`src/rtl/fetch_ctrl.sv`:
```
// Instruction fetch sequencer: owns the PC, issues imem reads and buffers returned words for decode.
// Latency: request in cycle N -> out_valid_o in N+2. Backpressure: credit-gated requests; hold/full stop fetch.
// Optional FETCH_CTRL_MISALIGN_TRAP_EN: misaligned redirect targets raise sticky misalign_o and stop fetch.
module fetch_ctrl #(
    parameter int unsigned       ADDR_W    = 64,
    parameter int unsigned       INST_W    = 32,
    parameter logic [ADDR_W-1:0] RESET_PC  = '0,
    parameter int unsigned       BUF_DEPTH = 2
) (
    input  logic              clk,
    input  logic              rst,
    input  logic              redirect_i,
    input  logic [ADDR_W-1:0] redirect_pc_i,
    input  logic              hold_i,
    output logic              imem_req_o,
    output logic [ADDR_W-1:0] imem_addr_o,
    input  logic [INST_W-1:0] imem_rdata_i,
    output logic              out_valid_o,
    output logic [ADDR_W-1:0] out_pc_o,
    output logic [INST_W-1:0] out_inst_o,
    input  logic              out_ready_i
`ifdef FETCH_CTRL_MISALIGN_TRAP_EN
    ,
    output logic              misalign_o
`endif
);
    localparam int unsigned PTR_W = $clog2(BUF_DEPTH);
    localparam int unsigned CNT_W = $clog2(BUF_DEPTH + 1);

    localparam logic [1:0] ST_BOOT  = 2'd0;
    localparam logic [1:0] ST_RUN   = 2'd1;
    localparam logic [1:0] ST_STALL = 2'd2;

    logic [1:0]        state, state_d;
    logic [ADDR_W-1:0] pc, pc_d;
    logic              epoch, epoch_d;
    logic              inflight;
    logic              tag_epoch;
    logic [ADDR_W-1:0] tag_pc;

    logic [ADDR_W-1:0] mem_pc   [BUF_DEPTH];
    logic [INST_W-1:0] mem_inst [BUF_DEPTH];
    logic [PTR_W-1:0]  rd_ptr, wr_ptr;
    logic [CNT_W-1:0]  count, count_d, cnt_eff;
    logic [CNT_W:0]    occ;

    logic              pop, push, flush, credit, fetch_ok, bad_target, mis;
    logic [ADDR_W-1:0] target;

    assign target = redirect_pc_i & ~ADDR_W'(3);

`ifdef FETCH_CTRL_MISALIGN_TRAP_EN
    logic mis_q;
    assign bad_target = |redirect_pc_i[1:0];
    assign mis        = mis_q;
    assign misalign_o = mis_q;
`else
    assign bad_target = 1'b0;
    assign mis        = 1'b0;
`endif

    assign out_valid_o = (count != '0);
    assign out_pc_o    = mem_pc[rd_ptr];
    assign out_inst_o  = mem_inst[rd_ptr];

    // A slot freed by this cycle's pop is already available to a new request.
    assign pop      = out_ready_i && out_valid_o;
    assign cnt_eff  = count - CNT_W'(pop);
    assign occ      = {1'b0, cnt_eff} + (CNT_W+1)'(inflight);
    assign credit   = occ < (CNT_W+1)'(BUF_DEPTH);
    assign fetch_ok = credit && !hold_i && !mis;
    assign flush    = redirect_i && (state != ST_BOOT);
    assign push     = inflight && (tag_epoch == epoch) && !flush;
    assign epoch_d  = epoch ^ flush;
    assign count_d  = count + CNT_W'(push) - CNT_W'(pop);

    always_comb begin
        imem_req_o  = 1'b0;
        imem_addr_o = pc;
        state_d     = state;
        pc_d        = pc;
        if (state == ST_BOOT) begin
            state_d = ST_RUN;
            if (redirect_i) pc_d = target;
        end else if (redirect_i) begin
            if (bad_target || hold_i) begin
                state_d = ST_STALL;
                pc_d    = target;
            end else begin
                imem_req_o  = 1'b1;
                imem_addr_o = target;
                pc_d        = target + ADDR_W'(4);
                state_d     = ST_RUN;
            end
        end else begin
            if (state == ST_RUN && fetch_ok) begin
                imem_req_o = 1'b1;
                pc_d       = pc + ADDR_W'(4);
            end
            state_d = fetch_ok ? ST_RUN : ST_STALL;
        end
    end

    always_ff @(posedge clk) begin
        if (rst) begin
            state     <= ST_BOOT;
            pc        <= RESET_PC;
            epoch     <= 1'b0;
            inflight  <= 1'b0;
            tag_epoch <= 1'b0;
            tag_pc    <= '0;
            rd_ptr    <= '0;
            wr_ptr    <= '0;
            count     <= '0;
            for (int i = 0; i < BUF_DEPTH; i++) begin
                mem_pc[i]   <= '0;
                mem_inst[i] <= '0;
            end
        end else begin
            state    <= state_d;
            pc       <= pc_d;
            epoch    <= epoch_d;
            inflight <= imem_req_o;
            if (imem_req_o) begin
                tag_pc    <= imem_addr_o;
                tag_epoch <= epoch_d;
            end
            if (flush) begin
                rd_ptr <= '0;
                wr_ptr <= '0;
                count  <= '0;
            end else begin
                if (push) begin
                    mem_pc[wr_ptr]   <= tag_pc;
                    mem_inst[wr_ptr] <= imem_rdata_i;
                    wr_ptr           <= wr_ptr + PTR_W'(1);
                end
                if (pop) rd_ptr <= rd_ptr + PTR_W'(1);
                count <= count_d;
            end
        end
    end

`ifdef FETCH_CTRL_MISALIGN_TRAP_EN
    always_ff @(posedge clk) begin
        if (rst)        mis_q <= 1'b0;
        else if (flush) mis_q <= bad_target;
    end
`endif

endmodule

```
`config.mk`:
```
export PLATFORM = sky130hd
export DESIGN_NAME = fetch_ctrl
export DESIGN_NICKNAME = d
export VERILOG_FILES = /design/src/rtl/fetch_ctrl.sv
export SDC_FILE = /design/constraint.sdc
export NUM_CORES = 1
export LEC_CHECK = 0
export BUFFER_PORTS_ARGS = -buffer_cell sky130_fd_sc_hd__buf_2
export CORE_MARGIN = 3
export CORE_UTILIZATION = 38
export CTS_BUF_LIST = sky130_fd_sc_hd__clkbuf_4 sky130_fd_sc_hd__clkbuf_8
export CTS_CLUSTER_DIAMETER = 200
export DETAILED_ROUTE_END_ITERATION = 16
export PLACE_DENSITY_LB_ADDON = 0.25
export REMOVE_ABC_BUFFERS = 1
export SETUP_SLACK_MARGIN = 0.05
export SYNTH_ARGS = -nofsm -noshare
export SYNTH_HDL_FRONTEND = slang
export SYNTH_SLANG_ARGS = --single-unit
export TNS_END_PERCENT = 50
```
`constraint.sdc`:
```
create_clock -name clk -period 27.2 [get_ports clk]
set_input_delay 5.44 -clock clk [delete_from_list [all_inputs] [get_ports clk]]
set_output_delay 5.44 -clock clk [all_outputs]
set_load 0.02 [all_outputs]
```
# Word level (Yosys, flattened, before mapping)
# Memories as Yosys holds them, arrays and structs flattened. A register that Yosys moved wholly into a read port is not among the register bits.
# Cells that the tools add are included.
# totals
register_bits	137
ramBits	192
input_bits	101
out_inout_bits	162
wordCells	74
n_memories	2
# op_classes
addsub	8
n_lt_le_gt_ge	1
eq_ne	3
mux	32
bitwise_logic	1
n_reduce_logical	17
# memory_table
name	depth	word_bits	read_ports	rd_clocked_by_memory_dff	wr	line_no	rtl
mem_pc	2	64	1	1	2	41	logic [ADDR_W-1:0] mem_pc [BUF_DEPTH];
mem_inst	2	32	1	1	2	42	logic [INST_W-1:0] mem_inst [BUF_DEPTH];
# op_table
op	count
2-to-1 mux 64 bit	9
adder 64 x 3 -> 64 bit, second input constant	2
OR reduction 64 bit	1
2-to-1 mux 32 bit	1
OR reduction 32 bit	1
2-to-1 mux 1 bit	19
logical AND 1 bit	6
2-to-1 mux 2 bit	3
nonzero test 2 bit	3
OR reduction 2 bit	2
subtractor 2 x 1 -> 2 bit	2
adder 2 x 1 -> 3 bit	1
< comparator 3 x 2 -> 1 bit, second input constant	1
adder 1 bit, second input constant	2
adder 2 x 1 -> 2 bit	1
equality test 2 x 1 -> 1 bit, second input constant	1
logical NOT 1 bit	2
logical NOT 2 bit	1
inequality test 2 bit, second input constant	1
AND reduction 2 bit	1
equality test 1 bit	1
XOR 1 bit	1

# Depth between registers and ports, before layout
# Gate-level depths: netlist of run 1.
# logic_depth
ltp_word	10
depth_mapped	10

# Least setup slack after synthesis of run 1
# OpenSTA, ideal clock, no wires.
# synth_path
kind	input -> register
start	input redirect_i
end	memory mem_inst[0][0] (enable)
t_arrival_ns	12.516
required_time_ns	26.523
slack_ns	14.008
path_stages	4
path_buffers	1
path_cell_list	clkbuf_1 > nand2_1 > nand3_1 > o21ai_0
# synth_lines
item	line_no	rtl
from (decl)	12	input logic redirect_i,
to (decl)	42	

# Worst setup path in the final report of run 1
# layout_path
start	input redirect_i
end	output imem_addr_o[45]
# layout_via
elab_chain_len	2
# layout_rtl
item	line_no	rtl
2-to-1 mux 64 bit	85	end else if (redirect_i) begin
2-to-1 mux 64 bit	82	if (state == ST_BOOT) begin
to (decl)	16	output logic [ADDR_W-1:0] imem_addr_o,
# Every way passes these cells.

==> results of run 1 <==
[per-layer routing]
layer  vias up  share of wire
met5         -        0.00027
met4         2          0.027
met3       109          0.080
met2       579           0.46
met1      6789           0.43
li1       6549              -
[worst max path at each step]
stage | from | to | slack [ps] | depth (start not counted)
global route | redirect_i | imem_addr_o[45] | 12210 | 8
floorplan | redirect_i | imem_req_o | 11680 | 3
detailed placement | redirect_i | imem_addr_o[45] | 12360 | 8
finish | redirect_i | imem_addr_o[45] | 12300 | 8
global placement | redirect_i | imem_addr_o[45] | 12450 | 8
CTS | redirect_i | imem_addr_o[45] | 12330 | 8
[cells by family after synthesis]
logic type               Yosys count
AO/OA/AOI/OAI                    285
XOR/XNOR                          49
adder cells (fa/ha/maj)            3
buffers and inverters            137
flip-flops                       322
multiplexers                     216
other                              1
AND/OR/NAND/NOR                  660
[sequential cells by signal (all words and copies together) (netlist names), 2 cells and up, named ones only]
signal    cells
count         2
mem_inst     64
mem_pc      124
pc           62
state         2
tag_pc       62
[area by class of cell]
class / count / share of cell area
Inverter: 15 / 0.002811
Multi-Input combinational cell: 1217 / 0.4117
Antenna cell: 5 / 0.0006247
Sequential cell: 322 / 0.4160
Tap cell: 592 / 0.03698
Clock buffer: 85 / 0.04998
Timing Repair Buffer: 278 / 0.07234
Clock inverter: 23 / 0.009620
[power by group]
group	internal, mW	switching [mW]	leakage [nW]
Clock	0.265	0.208	0.645
Combinational	0.0712	0.123	4.13
Sequential	0.543	0.0228	3.05
Total	0.879	0.354	7.83
[cells in the mapped netlist (all sizes together), types with 3 or more instances]
| library cell | count |
|---|---|
| o31ai | 7 |
| a311oi | 3 |
| o22ai | 5 |
| a21o | 11 |
| mux2i | 66 |
| nand4 | 39 |
| dfxtp | 134 |
| xnor2 | 29 |
| nand3b | 3 |
| a2111oi | 3 |
| xor2 | 20 |
| a221oi | 5 |
| a21oi | 78 |
| a31oi | 22 |
| nor3 | 37 |
| o311ai | 3 |
| inv | 15 |
| nor4 | 17 |
| a211o | 4 |
| o32ai | 3 |
| ha | 3 |
| o41ai | 6 |
| a41o | 3 |
| a211oi | 14 |
| and2 | 197 |
| o221ai | 5 |
| nand4b | 6 |
| nor2b | 5 |
| mux2 | 150 |
| nand3 | 53 |
| o21a | 8 |
| o21ai | 80 |
| and3 | 20 |
| or3 | 7 |
| buf | 26 |
| o211ai | 7 |
| nor2 | 146 |
| or2 | 8 |
| edfxtp | 188 |
| and4 | 14 |
| clkbuf | 96 |
| a21boi | 3 |
| nand2 | 99 |
[worst max-delay path, cell delays in order]
cell,delay (ps)
buf_2,80
buf_4,640
nand2_1,630
buf_4,410
nor2_4,870
buf_4,640
mux2_2,440
buf_2,170
==> results by group, run 1 <==
Outcome
  – Status: finished clean

Timing
  – Max Slew Vio Count: 0
  – Tmin final: 14900 ps
  – Final hold violation count: 0
  – F_max: 0.06710 GHz
  – Layout Skew: 21.48 ps
  – Worst setup margin: 12300 ps
  – Fin crit share: 0.5479
  – Final hold slack: 499.6 ps
  – Setup_tns: 0 ps
  – RSZ-0062 raised after global routing: false
  – Rel. slew slack: 0.2386
  – Slew @ Worst Pin: 1139 ps
  – Final Setup Violations: 0

Global route
  – Vias in the first global route: 13620
  – First-pass GRT wire length: 79.45 mm
  – Largest net degree at the start of global routing: 95
  – Initial antenna violation count: 7
  – Grt total ovfl: 0
  – Met3 GRT Util: 0.04821
  – Met2 Use GR: 0.3434
  – GRT busiest layer: met2
  – GRT met1 Usage: 0.2844
  – GRT Overall Usage: 0.2149

Pwr
  – PD cells: 61.58 nW/um^2
  – Total power: 1.233 mW
  – Peak VDD IR: 35.47 uV
  – Leak pwr: 7.829 nW

Drt
  – First DRT Iteration DRCs: 1049
  – Via Count: 14030
  – Total routed wirelength: 52.44 mm
  – Pre-antenna DRT Iters: 6
  – Via density: 5.529
  – Drt wl/cell: 20.67 um
  – Routed Antenna Nets: 0
  – DRC violation count after routing: 0

Synthesis
  – Synth top area cells: edfxtp_1 33%, dfxtp_1 16%, mux2_2 9.9%
  – Syn_area_per_cell: 10.20 um^2
  – Post-synth cell types: 74
  – Synth Flop Type: edfxtp_1
  – Mux contribution to synthesized area: 0.1377
  – EDFF count, synth: 188
  – Syn Inst Count: 1673
  – Share of the synthesized area in the top cell type: 0.3307
  – Synth Cell Area: 17070 um^2
  – Xor and xnor fraction of the mapped netlist area: 0.02514
  – Flops & latches, synth: 322
  – Compound-gate portion of the synthesized area: 0.1044
  – Main combinational cell family by area after synthesis: simple AND/OR/NAND/NOR gates
  – Async SR Flop Fraction: 0
  – Synth Area in Adders: 0.002199
  – Biggest area consumer among synthesized cells: edfxtp_1
  – Simple-gate share of the synthesized area: 0.2096
  – Sequential fraction of the synthesis area: 0.4879
  – Synth Warn #: 0

Setup path
  – Type of origin of the critical path: primary input
  – Flop2flop setup slack: 23100 ps
  – Worst R2R Path Depth: 8
  – Worst Setup Path Type: primary input to output port
  – Critical path peak fanout: 81
  – Reg2Reg Capture Point: tag_pc[19]
  – Reg-to-reg critical path startpoint: state[0]
  – Worst path required time: 21760 ps
  – Crit. End Element: output port
  – Arrival time at the worst endpoint: 9460 ps

Final layout
  – Fin util: 0.4519
  – Commonest non-fill, non-tap cell in the layout: buf_2
  – Commonest non-fill, non-tap cells in the layout: 255 x buf_2, 197 x and2_1, 188 x edfxtp_1
  – Multi-input gate area: 8245 um^2
  – Finished Cell Area: 20030 um^2
  – Synthesis-to-finish area growth: 17.33%
  – Layout cell share with drive strength beyond 1: 0.2876
  – Fillers: 4255
  – Sequential cell area: 8332 um^2
  – Layout Cells excl Fill: 2537
  – Nets: 1995

Clock network
  – Max H-tree Level: 2
  – Number of buffers created by CTS: 57
  – Clock tree buffer depth: 3
  – Clock root buffer: clkbuf_8
  – Setup repair bufs after CTS: 0
  – Clk_lat worst skew: 660 ps
  – CTS tree: built
  – CTS resizes: 0
  – Hold-fix buffers at CTS: 0
  – Clock Sinks: 322
  – Clock-pin transition on the worst setup and hold timing paths: 60 ps

Placement
  – # port buffers: 256
  – Placed insts: 2424
  – Placed inst area: 18820 um^2
  – Pre-CTS setup slack: 12360 ps
  – RePlAce Congestion: 0.8685
  – HPWL Detailed: 33.31 mm

Worst hold path
  – Worst Hold Depth: 2
  – Hold worst-path end: tag_pc[46]
  – Worst Hold Class: flop to flop
  – HP Start: tag_pc[46]

Die
  – Cell Rows: 77
  – Die width: 217.9 um
  – Die H: 217.9 um
  – Top Ports: 263
  – Initial core utilization: 0.3852
  – Area of the core: 44320 um^2
  – Die footprint: 47500 um^2

Flow run
  – Maximum capacitance violations: 0
Power figures use the tool's default switching activity.
==> run 2, diff against run 1 <==
- clock period: 27.2 -> 13.9 ns (I/O delays scaled with it)
==> run 2 against run 1 <==
- total power increased by 94%
- clock skew up 25 ps
- non-clock buffer count is 2 higher
- via count fell by 0.48%
- cell count hardly changed
- design area hardly changed
- die area unchanged
- worst setup slack lost 6700 ps
- clock power is 91% higher
- routed wire length up 1.0%
- register-to-register slack lost 13000 ps
==> results by group, run 2 (synthesis results as in run 1) <==
Outcome
  – Status: finished clean (unchanged)

Drt
  – Metal2 WL: 24.29 mm (was 24.18 mm)
  – Top sig layer: met5 (unchanged)
  – First DRT Iteration DRCs: 964 (was 1049)
  – Total routed wirelength: 52.96 mm (was 52.44 mm)
  – Via Count: 13960 (was 14030)
  – Pre-antenna DRT Iters: 6 (unchanged)
  – Met3 wire length: 3.727 mm (was 4.175 mm)
  – Via density: 5.505 (was 5.529)
  – DRC violation count after routing: 0 (unchanged)
  – Routed Antenna Nets: 0 (unchanged)
  – M1 WL: 23.37 mm (was 22.66 mm)
  – Drt wl/cell: 20.88 um (was 20.67 um)

Final layout
  – Commonest non-fill, non-tap cells in the layout: 255 x buf_2, 197 x and2_1, 188 x edfxtp_1 (unchanged)
  – Largest register FFs: 124 (unchanged)
  – Register bank with the most flops: mem_pc (unchanged)
  – Synthesis-to-finish area growth: 17.28% (was 17.33%)
  – Fillers: 4213 (was 4255)
  – Layout Cells excl Fill: 2536 (was 2537)
  – Multi-input gate area: 8245 um^2 (unchanged)
  – Biggest regs: mem_pc: 124 flops, mem_inst: 64 flops (unchanged)
  – Sequential cell area: 8332 um^2 (unchanged)
  – Finished Cell Area: 20020 um^2 (was 20030 um^2)
  – Layout cell share with drive strength beyond 1: 0.2883 (was 0.2876)
  – Fin util: 0.4518 (was 0.4519)
  – Commonest non-fill, non-tap cell in the layout: buf_2 (unchanged)
  – Nets: 1996 (was 1995)

Placement
  – Placed insts: 2426 (was 2424)
  – Placed inst area: 18840 um^2 (was 18820 um^2)
  – RePlAce Congestion: 0.8801 (was 0.8685)
  – HPWL Detailed: 33.91 mm (was 33.31 mm)
  – # port buffers: 256 (unchanged)

Global route
  – First-pass GRT wire length: 79.87 mm (was 79.45 mm)
  – Largest net degree at the start of global routing: 95 (unchanged)
  – Initial antenna violation count: 5 (was 7)
  – GRT Overall Usage: 0.2169 (was 0.2149)
  – Grt total ovfl: 0 (unchanged)
  – Vias in the first global route: 13620 (about the same)

Clock network
  – Clock tree buffer depth: 3 (unchanged)
  – CTS tree: built (unchanged)
  – CTS resizes: 0 (unchanged)
  – Clock Sinks: 322 (unchanged)
  – Setup repair bufs after CTS: 0 (unchanged)
  – Number of buffers created by CTS: 56 (was 57)
  – Max H-tree Level: 2 (unchanged)
  – Clock root buffer: clkbuf_8 (unchanged)
  – Hold-fix buffers at CTS: 0 (unchanged)
  – Clock-pin transition on the worst setup and hold timing paths: 50 ps (was 60 ps)
  – Clk_lat worst skew: 660 ps (about the same)

Setup path
  – Crit. End Element: output port (unchanged)
  – Critical path peak fanout: 37 (was 81)
  – Reg-to-reg critical path startpoint: state[1] (was state[0])
  – Arrival time at the worst endpoint: 5570 ps (was 9460 ps)
  – Worst setup startpoint: redirect_i (unchanged)
  – Worst path required time: 11120 ps (was 21760 ps)
  – Type of origin of the critical path: primary input (unchanged)
  – Worst Setup Path Type: primary input to output port (unchanged)

Die
  – Area of the core: 44320 um^2 (unchanged)
  – Die H: 217.9 um (unchanged)
  – Die width: 217.9 um (unchanged)
  – Cell Rows: 77 (unchanged)
  – Die footprint: 47500 um^2 (unchanged)
  – Initial core utilization: 0.3852 (unchanged)
  – Top Ports: 263 (unchanged)

Timing
  – Fin crit share: 0.6005
  – Final hold slack: 498.1 ps (was 499.6 ps)
  – Slew @ Worst Pin: 1115 ps (was 1139 ps)
  – RSZ-0062 raised after global routing: false (unchanged)
  – Tmin final: 8348 ps
  – Max Slew Vio Count: 0 (unchanged)
  – Final Setup Violations: 0 (unchanged)
  – Final hold violation count: 0 (unchanged)
  – Layout Skew: 46.97 ps (was 21.48 ps)
  – F_max: 0.1198 GHz
  – Setup_tns: 0 ps (unchanged)
  – Rel. slew slack: 0.2501 (was 0.2386)

Worst hold path
  – Worst Hold Class: flop to flop (unchanged)
  – HP Start: tag_pc[3] (was tag_pc[46])

Pwr
  – Peak VDD IR: 67.96 uV (was 35.47 uV)
  – Leak pwr: 7.817 nW (was 7.829 nW)
  – PD cells: 119.5 nW/um^2 (was 61.58 nW/um^2)

Flow run
  – Maximum capacitance violations: 0 (unchanged)
[run 2: path summary, 6_finish.rpt]
| kind | endpoint | slack, ps | depth (start not counted) |
|---|---|---|---|
| max | imem_addr_o[45] | 5550 | 7 |
| min | tag_pc[3] | 500 | 2 |
| max reg2reg | tag_pc[2] | 9970 | 9 |
| min reg2reg | tag_pc[3] | 500 | 2 |
[run 2: area by class of cell]
class / count / share of cell area
flip-flops and latches: 322 / 0.4162
multi-input cells: 1217 / 0.4118
repair buffers: 280 / 0.07312
clock buffers: 94 / 0.05556
well taps: 592 / 0.03700
clock inverters: 11 / 0.002875
inverters: 15 / 0.002812
diodes: 5 / 0.0006250
[run 2: power breakdown]
group	internal (mW)	switching, mW
Combinational	0.140	0.244
Sequential	1.06	0.0431
Clock	0.502	0.401
Total	1.70	0.688
[run 2: layer usage]
layer,global-route usage,vias to the layer above
met5,0,-
li1,-,6539
met3,0.04291,104
met2,0.3459,539
met4,0.07632,2
met1,0.2943,6776
[run 2: worst max-delay path, cell delays in order]
cell and delay [ps]:
buf_2 140, nand2_1 200, buf_4 300, nor2_4 820
buf_4 660, mux2_2 450, buf_2 170
[run 2: through the flow]
step	worst slack [ps]	power [mW]
3_3_place_gp	5565	1.502
5_1_grt	5391	2.502
2_1_floorplan	3189	1.354
4_1_cts	5561	2.420
6_report	5552	2.392
3_5_place_dp	5594	1.508
==> run 3, diff against run 2 <==
- ABC_AREA: not set -> 1
- clock period: 13.9 -> 8.5 ns (I/O delays scaled with it)
==> run 3 against run 2 <==
- design area increased by 6.6%
- highest routed layer is now met4
- routed wire length up 25%
- combinational power rose by 91%
==> results by group, run 3 <==
Outcome
  – Status: finished clean (unchanged)

Setup path
  – Arrival time at the worst endpoint: 3630 ps (was 5570 ps)
  – Type of origin of the critical path: primary input (unchanged)
  – Worst path required time: 6800 ps (was 11120 ps)
  – Critical path peak fanout: 101 (was 37)
  – Crit. End Element: output port (unchanged)
  – Reg-to-reg critical path startpoint: state[0] (was state[1])
  – Worst Setup Path Type: primary input to output port (unchanged)
  – Worst setup startpoint: redirect_i (unchanged)

Clock network
  – Setup repair bufs after CTS: 0 (unchanged)
  – Clock root buffer: clkbuf_8 (unchanged)
  – Hold-fix buffers at CTS: 0 (unchanged)
  – CTS resizes: 0 (unchanged)
  – Clk_lat worst skew: 660 ps (about the same)
  – Clock tree buffer depth: 3 (unchanged)
  – Clock-pin transition on the worst setup and hold timing paths: 50 ps (about the same)
  – CTS tree: built (unchanged)
  – Number of buffers created by CTS: 59 (was 56)
  – Clock Sinks: 322 (unchanged)
  – Max H-tree Level: 2 (unchanged)

Pwr
  – Sw frac: 0.3080 (was 0.2875)
  – Gate power share: 0.177 (was 0.160)
  – Internal power: 2.867 mW (was 1.704 mW)
  – Clock group share of total power: 0.382 (was 0.377)
  – Switching pwr: 1.276 mW (was 0.6877 mW)
  – Peak VDD IR: 101.1 uV (was 67.96 uV)
  – Total power: 4.143 mW (was 2.392 mW)
  – PD cells: 194.1 nW/um^2 (was 119.5 nW/um^2)
  – Sequential share of power: 0.442 (was 0.462)
  – Leak pwr: 8.576 nW (was 7.817 nW)

Synthesis
  – Biggest area consumer among synthesized cells: edfxtp_1 (unchanged)
  – Synth top area cells: edfxtp_1 31%, dfxtp_1 15%, nand2_1 8.9% (was edfxtp_1 33%, dfxtp_1 16%, mux2_2 9.9%)
  – Synth cell count leaders: 437 x nand2_1, 371 x nor2_1, 257 x inv_1 (was 197 x and2_1, 188 x edfxtp_1, 150 x mux2_2)
  – Most common cell in the netlist: nand2_1 (was and2_1)
  – Synth Flop Type: edfxtp_1 (unchanged)
  – Post-synth cell types: 52 (was 74)
  – Sequential fraction of the synthesis area: 0.4528 (was 0.4879)
  – Async SR Flop Fraction: 0 (unchanged)
  – Syn Inst Count: 2373 (was 1673)
  – Synth Warn #: 0 (unchanged)
  – EDFF count, synth: 188 (unchanged)
  – Syn_area_per_cell: 7.751 um^2 (was 10.20 um^2)
  – Synth Cell Area: 18390 um^2 (was 17070 um^2)
  – Flops & latches, synth: 322 (unchanged)
  – Share of the synthesized area in the top cell type: 0.3069 (was 0.3307)

Final layout
  – Biggest regs: mem_pc: 124 flops, mem_inst: 64 flops (unchanged)
  – Layout Cells excl Fill: 3254 (was 2536)
  – Synthesis-to-finish area growth: 16.02% (was 17.28%)
  – Largest register FFs: 124 (unchanged)
  – Finished Cell Area: 21340 um^2 (was 20020 um^2)
  – Fillers: 4730 (was 4213)
  – Commonest non-fill, non-tap cells in the layout: 435 x nand2_1, 369 x nor2_1, 256 x inv_1, 256 x buf_2, 188 x edfxtp_1 (was 255 x buf_2, 197 x and2_1, 188 x edfxtp_1)
  – Commonest non-fill, non-tap cell in the layout: nand2_1 (was buf_2)
  – Nets: 2697 (was 1996)
  – Fin util: 0.4526 (was 0.4518)
  – Register bank with the most flops: mem_pc (unchanged)
  – Layout cell share with drive strength beyond 1: 0.2148 (was 0.2883)

Timing
  – Max Slew Vio Count: 0 (unchanged)
  – RSZ-0062 raised after global routing: false (unchanged)
  – Final Setup Violations: 0 (unchanged)
  – Slew @ Worst Pin: 1140 ps (was 1115 ps)
  – Layout Skew: 29.91 ps (was 46.97 ps)
  – Setup_tns: 0 ps (unchanged)
  – Rel. slew slack: 0.2388 (was 0.2501)
  – Fin crit share: 0.6267
  – Worst setup margin: 3173 ps (was 5552 ps)
  – Final hold violation count: 0 (unchanged)
  – Tmin final: 5327 ps
  – Final hold slack: 476.9 ps (was 498.1 ps)
  – F_max: 0.1877 GHz

Worst hold path
  – HP Start: tag_pc[27] (was tag_pc[3])
  – Worst Hold Class: flop to flop (unchanged)

Die
  – Die width: 226.0 um (was 217.9 um)
  – Area of the core: 47150 um^2 (was 44320 um^2)
  – Cell Rows: 79 (was 77)
  – Initial core utilization: 0.3901 (was 0.3852)
  – Die H: 226.0 um (was 217.9 um)
  – Die footprint: 51080 um^2 (was 47500 um^2)
  – Top Ports: 263 (unchanged)

Global route
  – Largest net degree at the start of global routing: 102 (was 95)
  – GRT Overall Usage: 0.2516 (was 0.2169)
  – Initial antenna violation count: 1 (was 5)
  – Vias in the first global route: 16180 (was 13620)
  – First-pass GRT wire length: 97.63 mm (was 79.87 mm)
  – Grt total ovfl: 0 (unchanged)

Flow run
  – Maximum capacitance violations: 0 (unchanged)

Placement
  – HPWL Detailed: 47.19 mm (was 33.91 mm)
  – Placed inst area: 20080 um^2 (was 18840 um^2)
  – Pre-CTS setup slack: 3175 ps (was 5594 ps)
  – RePlAce Congestion: 0.9791 (was 0.8801)
  – Placed insts: 3139 (was 2426)
  – # port buffers: 256 (unchanged)

Drt
  – Routed Antenna Nets: 0 (unchanged)
  – Total routed wirelength: 66.38 mm (was 52.96 mm)
  – Drt wl/cell: 20.40 um (was 20.88 um)
  – DRC violation count after routing: 0 (unchanged)
  – Via Count: 17290 (was 13960)
  – First DRT Iteration DRCs: 1621 (was 964)
  – Pre-antenna DRT Iters: 8 (was 6)
  – Via density: 5.313 (was 5.505)
[run 3: kinds of logic after synthesis]
kind of cell,after synthesis,share of synthesized area
AOI/OAI and AO/OA,412,0.1167
adders and majority gates,3,0.002041
other,1,0.0002039
and+or+nand+nor,1105,0.2634
muxes,94,0.05755
xor gates and xnor gates,46,0.02190
DFF,322,0.4528
buffers and inverters,390,0.08544
[run 3: cell type report]
cell class	count	area (um^2)	share of cell area
repair buffers	272	1401	0.06567
clock inverters	24	201.4	0.009439
clock buffers	88	1049	0.04913
diodes	3	7.507	0.0003518
flip-flops and latches	322	8332	0.3904
well taps	607	759.5	0.03559
inverters	274	1030	0.04825
multi-input cells	1664	8561	0.4011
[run 3: path summary, 6_finish.rpt]
kind | depth (start not counted) | endpoint | slack (ps)
worst max-delay path | 8 | imem_addr_o[17] | 3170
worst max register to register | 8 | mem_pc[1][18] | 4780
worst min-delay path | 2 | tag_pc[27] | 480
worst min register to register | 2 | tag_pc[27] | 480
[run 3: worst max-delay path, cell delays in order]
cell and delay, ps:
buf_2 150, inv_2 50, nor2_1 120, inv_1 100
nor2_4 90, buf_4 710, o21ai_0 340, buf_2 250
[run 3: power groups by stage]
stage | registers (mW) | logic, mW | clock network (mW)
after floorplan | 1.85 | 0.458 | 0
after global placement | 1.86 | 0.720 | 0
after detailed placement | 1.86 | 0.729 | 0
after CTS | 1.83 | 0.732 | 1.62
after global routing | 1.84 | 0.800 | 1.68
final | 1.83 | 0.732 | 1.58
[run 3: per-layer routing]
layer | wire (um) | global-route usage | vias to the layer above | part of all wire
li1 | - | - | 8299 | -
met1 | 28980 | 0.3458 | 8207 | 0.44
met2 | 30230 | 0.4044 | 663 | 0.46
met3 | 5191 | 0.04433 | 120 | 0.078
met4 | 1986 | 0.08026 | 0 | 0.030
met5 | 0 | 0 | - | 0
